===== src/rtl/fetch_pkg.sv =====
// Shared types for the fetch->decode queue: the empty-queue NOP and the stored entry layout.
package fetch_pkg;
  localparam int FQ_INSTR_W = 32;
  localparam int FQ_PC_W    = 32;

  // MOV r0,r0 with condition AL
  localparam logic [FQ_INSTR_W-1:0] NOP_INSTR = 32'hE1A00000;

  typedef struct packed {
    logic [FQ_INSTR_W-1:0] instr;
    logic [FQ_PC_W-1:0]    pcplus8;
  } fq_entry_t;
endpackage


===== src/rtl/fq_ptr.sv =====
// Wrapping queue pointer: advances on inc, returns to 0 on clr, wraps DEPTH-1 -> 0.
module fq_ptr #(
  parameter int DEPTH = 4,
  localparam int PW = $clog2(DEPTH)
) (
  input  logic          clk,
  input  logic          reset_n,
  input  logic          inc,
  input  logic          clr,
  output logic [PW-1:0] ptr
);

  // Explicit wrap so non-power-of-two depths never index past the last entry
  always_ff @(posedge clk or negedge reset_n) begin
    if (!reset_n) begin
      ptr <= '0;
    end else if (clr) begin
      ptr <= '0;
    end else if (inc) begin
      ptr <= (ptr == PW'(DEPTH - 1)) ? '0 : ptr + 1'b1;
    end
  end

endmodule


===== src/rtl/fetch_decode_queue.sv =====
// DEPTH-entry FIFO of {instruction, PC+8} between fetch and decode, with stall-held head
// and a branch flush that empties it in one cycle.
module fetch_decode_queue #(
  parameter int INSTR_W = fetch_pkg::FQ_INSTR_W,
  parameter int PC_W    = fetch_pkg::FQ_PC_W,
  parameter int DEPTH   = 4,
  parameter logic [INSTR_W-1:0] NOP_INSTR = fetch_pkg::NOP_INSTR,
  localparam int CW = $clog2(DEPTH + 1)
) (
  input  logic               clk,
  input  logic               reset_n,
  input  logic [INSTR_W-1:0] instr_f,
  input  logic [PC_W-1:0]    pcplus8_f,
  input  logic               valid_f,
  output logic               ready_f,
  input  logic               stall_d,
  input  logic               flush_d,
  output logic [INSTR_W-1:0] instr_d,
  output logic [PC_W-1:0]    pcplus8_d,
  output logic               valid_d,
  output logic [CW-1:0]      count
);
  import fetch_pkg::*;

  localparam int PW = $clog2(DEPTH);

  logic [PW-1:0] rd_ptr;
  logic [PW-1:0] wr_ptr;
  logic          push;
  logic          pop;
  fq_entry_t     mem [DEPTH];
  fq_entry_t     head;

  assign ready_f = (count < CW'(DEPTH)) & ~flush_d;
  assign push    = valid_f & ready_f;
  assign pop     = valid_d & ~stall_d & ~flush_d;

  fq_ptr #(.DEPTH(DEPTH)) u_rd_ptr (
    .clk     (clk),
    .reset_n (reset_n),
    .inc     (pop),
    .clr     (flush_d),
    .ptr     (rd_ptr)
  );

  fq_ptr #(.DEPTH(DEPTH)) u_wr_ptr (
    .clk     (clk),
    .reset_n (reset_n),
    .inc     (push),
    .clr     (flush_d),
    .ptr     (wr_ptr)
  );

  // Storage is deliberately never cleared; count alone decides what is live
  always_ff @(posedge clk) begin
    if (push) begin
      mem[wr_ptr] <= '{instr: instr_f, pcplus8: pcplus8_f};
    end
  end

  always_ff @(posedge clk or negedge reset_n) begin
    if (!reset_n) begin
      count <= '0;
    end else if (flush_d) begin
      count <= '0;
    end else begin
      count <= count + CW'(push) - CW'(pop);
    end
  end

  assign head      = mem[rd_ptr];
  assign valid_d   = (count != '0);
  assign instr_d   = valid_d ? head.instr : NOP_INSTR;
  assign pcplus8_d = valid_d ? head.pcplus8 : '0;

  // Fetch must honour ready_f; a push offered while full is dropped
  always @(posedge clk) begin
    if (reset_n) begin
      assert (!(valid_f && !ready_f && !flush_d))
        else $warning("fetch_decode_queue: push offered while full was dropped");
    end
  end

endmodule


===== config.mk =====
export PLATFORM = sky130hd
export DESIGN_NAME = fetch_decode_queue
export DESIGN_NICKNAME = d
export VERILOG_FILES = /design/src/rtl/fetch_pkg.sv /design/src/rtl/fq_ptr.sv /design/src/rtl/fetch_decode_queue.sv
export SDC_FILE = /design/constraint.sdc
export NUM_CORES = 1
export LEC_CHECK = 0
export ABC_AREA = 1
export BUFFER_PORTS_ARGS = -buffer_cell sky130_fd_sc_hd__buf_2
export CAP_MARGIN = 20
export CORE_MARGIN = 2
export CORE_UTILIZATION = 36
export DETAILED_ROUTE_END_ITERATION = 7
export GPL_TIMING_DRIVEN = 1
export HOLD_SLACK_MARGIN = 0.06
export PLACE_DENSITY = 0.53
export SYNTH_ARGS = -nofsm -noshare
export SYNTH_HDL_FRONTEND = slang
export SYNTH_HIERARCHICAL = 1
export SYNTH_SLANG_ARGS = --single-unit

===== constraint.sdc =====
create_clock -name clk -period 5.5 [get_ports clk]
set_input_delay 0.55 -clock clk [delete_from_list [all_inputs] [get_ports clk]]
set_output_delay 0.55 -clock clk [all_outputs]
set_load 0.01 [all_outputs]

==> insert_results.sql <==
INSERT INTO impl_metrics (metric_group, metric, value, unit) VALUES
('outcome', 'outcome', 'completed', ''),
('timing', 'min_period', '3.75', 'ns'),
('clock_tree', 'cts-root-buf', 'clkbuf_16', ''),
('synthesis', 'postSynthRegisterBits', '263', ''),
('timing', 'final_setup_violation_count', '0', ''),
('route', 'total_via_count_after_detailed_routing', '7135', ''),
('global_route', 'largest_net_degree_at_the_start_of_global_routing', '90', ''),
('pwr', 'p_leak', '0.00588', 'µW'),
('floorplan', 'die_height', '180', 'µm'),
('synthesis', 'yosysWarnings', '6', ''),
('placement', 'dp_hpwl', '13.4', 'mm'),
('floorplan', 'fp.dieArea', '32400', 'µm²'),
('final_layout', 'final_common_cell', 'nand2_1', ''),
('job', 'drv_cap', '0', ''),
('route', 'drtIter0Drc', '350', ''),
('timing', 'final-hold-violation-count', '0', ''),
('synthesis', 'syn-mean-instance-area', '10.7', 'µm²'),
('pwr', 'report.power.total', '5570', 'µW'),
('clock_tree', 'tritoncts', 'yes', ''),
('route', 'totalWireLength', '24.3', 'mm'),
('timing', 'timing_worst_slew_pin_value', '0.957', 'ns'),
('clock_tree', 'htreeDepth', '1', ''),
('final_layout', 'area_delta_synth_final', '18.5', '%'),
('pwr', 'cell_internal_pwr', '3900', 'µW'),
('final_layout', 'layout_common_cells', '279 x nand2_1, 256 x edfxtp_1, 242 x inv_1', ''),
('pwr', 'peakVddDrop', '0.000524', 'V'),
('synthesis', 'syn_nets', '1120', ''),
('synthesis', 'mappedNetlistArea', '11200', 'µm²'),
('pwr', 'sw_frac_of_total', '30.0', '%'),
('synthesis', 'ys_seq_area_share', '70.4', '%'),
('placement', 'place.port_buffers', '137', ''),
('final_layout', 'finish.net_count', '1254', ''),
('placement', 'placed_cells_incl_taps', '1545', ''),
('global_route', 'vias_in_the_first_global_route', '6957', ''),
('route', 'drt_pass1_iterations', '4', ''),
('worst_setup_path', 'crit_path_end_kind', 'primary output', ''),
('worst_setup_path', 'max_fo_critical_path', '89', ''),
('worst_setup_path', 'cp.required', '4.95', 'ns'),
('worst_setup_path', 'worstSetupStartpointType', 'register', ''),
('timing', 'setup_skew', '0.0173', 'ns'),
('pwr', 'clkPwrFrac', '34.9', '%'),
('pwr', 'pwr_density_cell', '421', 'nW/µm²'),
('timing', 'final_critical_path_share_of_the_clock_period', '68.3', '%'),
('final_layout', 'fin_cells', '1600', ''),
('pwr', 'seq_power_share', '42.4', '%'),
('timing', 'drv_slew', '0', ''),
('pwr', 'share_comb_of_total_power', '22.7', '%'),
('worst_setup_path', 'arrival', '3.20', 'ns'),
('clock_tree', 'post-cts-setup-buffers', '0', ''),
('synthesis', 'synthesis.instances', '1046', ''),
('timing', 'timing.max_slew.rel_slack', '36.2', '%'),
('synthesis', 'yosysUniqueCellTypes', '16', ''),
('pwr', 'power.switching', '1670', 'µW'),
('route', 'post_drt_wl_per_cell', '15.2', 'µm'),
('clock_tree', 'numClockSinks', '263', ''),
('timing', 'timing.fmax', '266', 'MHz'),
('worst_setup_path', 'crit_type', 'reg -> out', ''),
('global_route', 'antenna_violations_before_repair', '4', ''),
('floorplan', 'fp.coreArea', '30600', 'µm²'),
('clock_tree', 'numCtsBuffers', '28', ''),
('floorplan', 'effective_utilization_at_floorplan', '36.5', '%'),
('clock_tree', 'clock_transition_at_the_registers_of_the_reported_paths', '0.06', 'ns'),
('global_route', 'grt_first_pass_wirelength', '37.7', 'mm'),
('floorplan', 'die_width', '180', 'µm'),
('clock_tree', 'cts_buffer_depth', '3', ''),
('timing', 'rsz0062_at_grt', 'no', ''),
('min_path', 'hold_class', 'in -> reg', ''),
('global_route', 'overflow', '0', ''),
('floorplan', 'number_of_ports_placed_on_the_die_boundary', '138', ''),
('route', 'drtAntennaViolNets', '0', ''),
('floorplan', 'row_count', '64', ''),
('route', 'vias_per_cell', '4.46', ''),
('route', 'total_drc_errors_in_the_routed_layout', '0', ''),
('clock_tree', 'worstSkewPairLatency', '0.53', 'ns'),
('global_route', 'groute.usage.overall', '14.8', '%'),
('final_layout', 'fraction_of_layout_cells_with_a_size_suffix_above_1', '17.1', '%'),
('placement', 'gpl.final_weighted_congestion', '0.694', '');
cells in the mapped netlist:
master,instances,area share (%)
buf_4,1,0.067
edfxtp_1,256,69
inv_1,242,8.1
nor2_2,3,0.17
nor2_1,7,0.24
clkbuf_1,5,0.17
ha_1,4,0.45
nand2_1,279,9.4
a21oi_1,59,2.6
dfrtp_1,7,1.6
inv_2,3,0.10
buf_1,1,0.034
buf_2,40,1.8
fa_1,1,0.18
nand3_1,133,6.0
nor3_1,5,0.22
logic make-up after synthesis:
| family | Yosys count | synth area share, % |
|---|---|---|
| buffers and inverters | 292 | 10.3 |
| AO/OA/AOI/OAI | 59 | 2.65 |
| flip-flops | 263 | 70.4 |
| adder cells (fa/ha/maj) | 5 | 0.628 |
| AND/OR/NAND/NOR | 427 | 16.0 |
per-layer routing:
layer | GRT usage, % | share of wire (%) | up-vias | wire (µm)
li1 | - | - | 3605 | -
met1 | 19.0 | 45 | 3353 | 10900
met2 | 25.2 | 48 | 133 | 11600
met3 | 3.11 | 5.1 | 42 | 1250
met4 | 4.42 | 2.1 | 2 | 519
met5 | 0 | 0.054 | - | 13
state kept, by name, indices dropped and copies added, names as in the netlist:
| name | cells |
|---|---|
| u_rd_ptr/ptr | 2 |
| mem | 256 |
| count | 3 |
| u_wr_ptr/ptr | 2 |
worst max-delay path, stage by stage, from the launching register on:
cell     delay [ns]
dfrtp_4        0.74
inv_4          0.76
buf_4          0.54
nand2_1        0.11
nand3_1        0.09
a21oi_1        0.11
buf_2          0.20
power by group through the flow:
stage / registers (µW) / clock network, µW / logic (µW)
after floorplan: 2380 / 0 / 781
after global placement: 2410 / 0 / 1280
after detailed placement: 2410 / 0 / 1290
after CTS: 2370 / 1990 / 1300
after global routing: 2370 / 2070 / 1420
final: 2360 / 1940 / 1260
timing repair:
action	4_1_cts	5_1_grt
resized for setup	0	0
hold buffers	1	0
hold endpoints to repair	7	0
endpoints found under the setup margin	0	0
metrics by stage:
| step | utilization (%) | instance area [µm²] | setup slack (ns) | hold WS [ns] | setup TNS [ns] |
|---|---|---|---|---|---|
| 2_1_floorplan | - | 11200 | -0.357 | 0.254 | -91.44 |
| 3_3_place_gp | 40.0 | 12200 | 2.31 | 0.403 | 0 |
| 3_5_place_dp | 40.0 | 12200 | 2.25 | 0.404 | 0 |
| 4_1_cts | 43.2 | 13200 | 1.68 | 0.197 | 0 |
| 5_1_grt | 43.2 | 13200 | 1.51 | 0.201 | 0 |
| 6_report | 43.2 | 13200 | 1.75 | 0.225 | 0 |
area by class of cell:
cell class / instances / area [µm²]
fillers: 2910 / 17400
flip-flops and latches: 263 / 7870
multi-input cells: 491 / 2170
inverters: 245 / 922
repair buffers: 151 / 793
clock buffers: 31 / 733
well taps: 396 / 495
clock inverters: 20 / 233
diodes: 3 / 7.51
path summary, 6_finish.rpt:
path	start	end	slack, ns	depth (start not counted)
max	u_rd_ptr/ptr[0]	pcplus8_d[27]	1.75	6
min	instr_f[11]	mem[2][43]	0.23	1
max reg2reg	u_rd_ptr/ptr[0]	u_rd_ptr/ptr[1]	3.19	4
min reg2reg	u_wr_ptr/ptr[1]	u_wr_ptr/ptr[1]	0.59	2
max in group asynchronous	reset_n	u_rd_ptr/ptr[0]	4.92	2
min in group asynchronous	reset_n	u_wr_ptr/ptr[1]	0.39	2
Note: power is estimated with default switching activity, not from simulation.
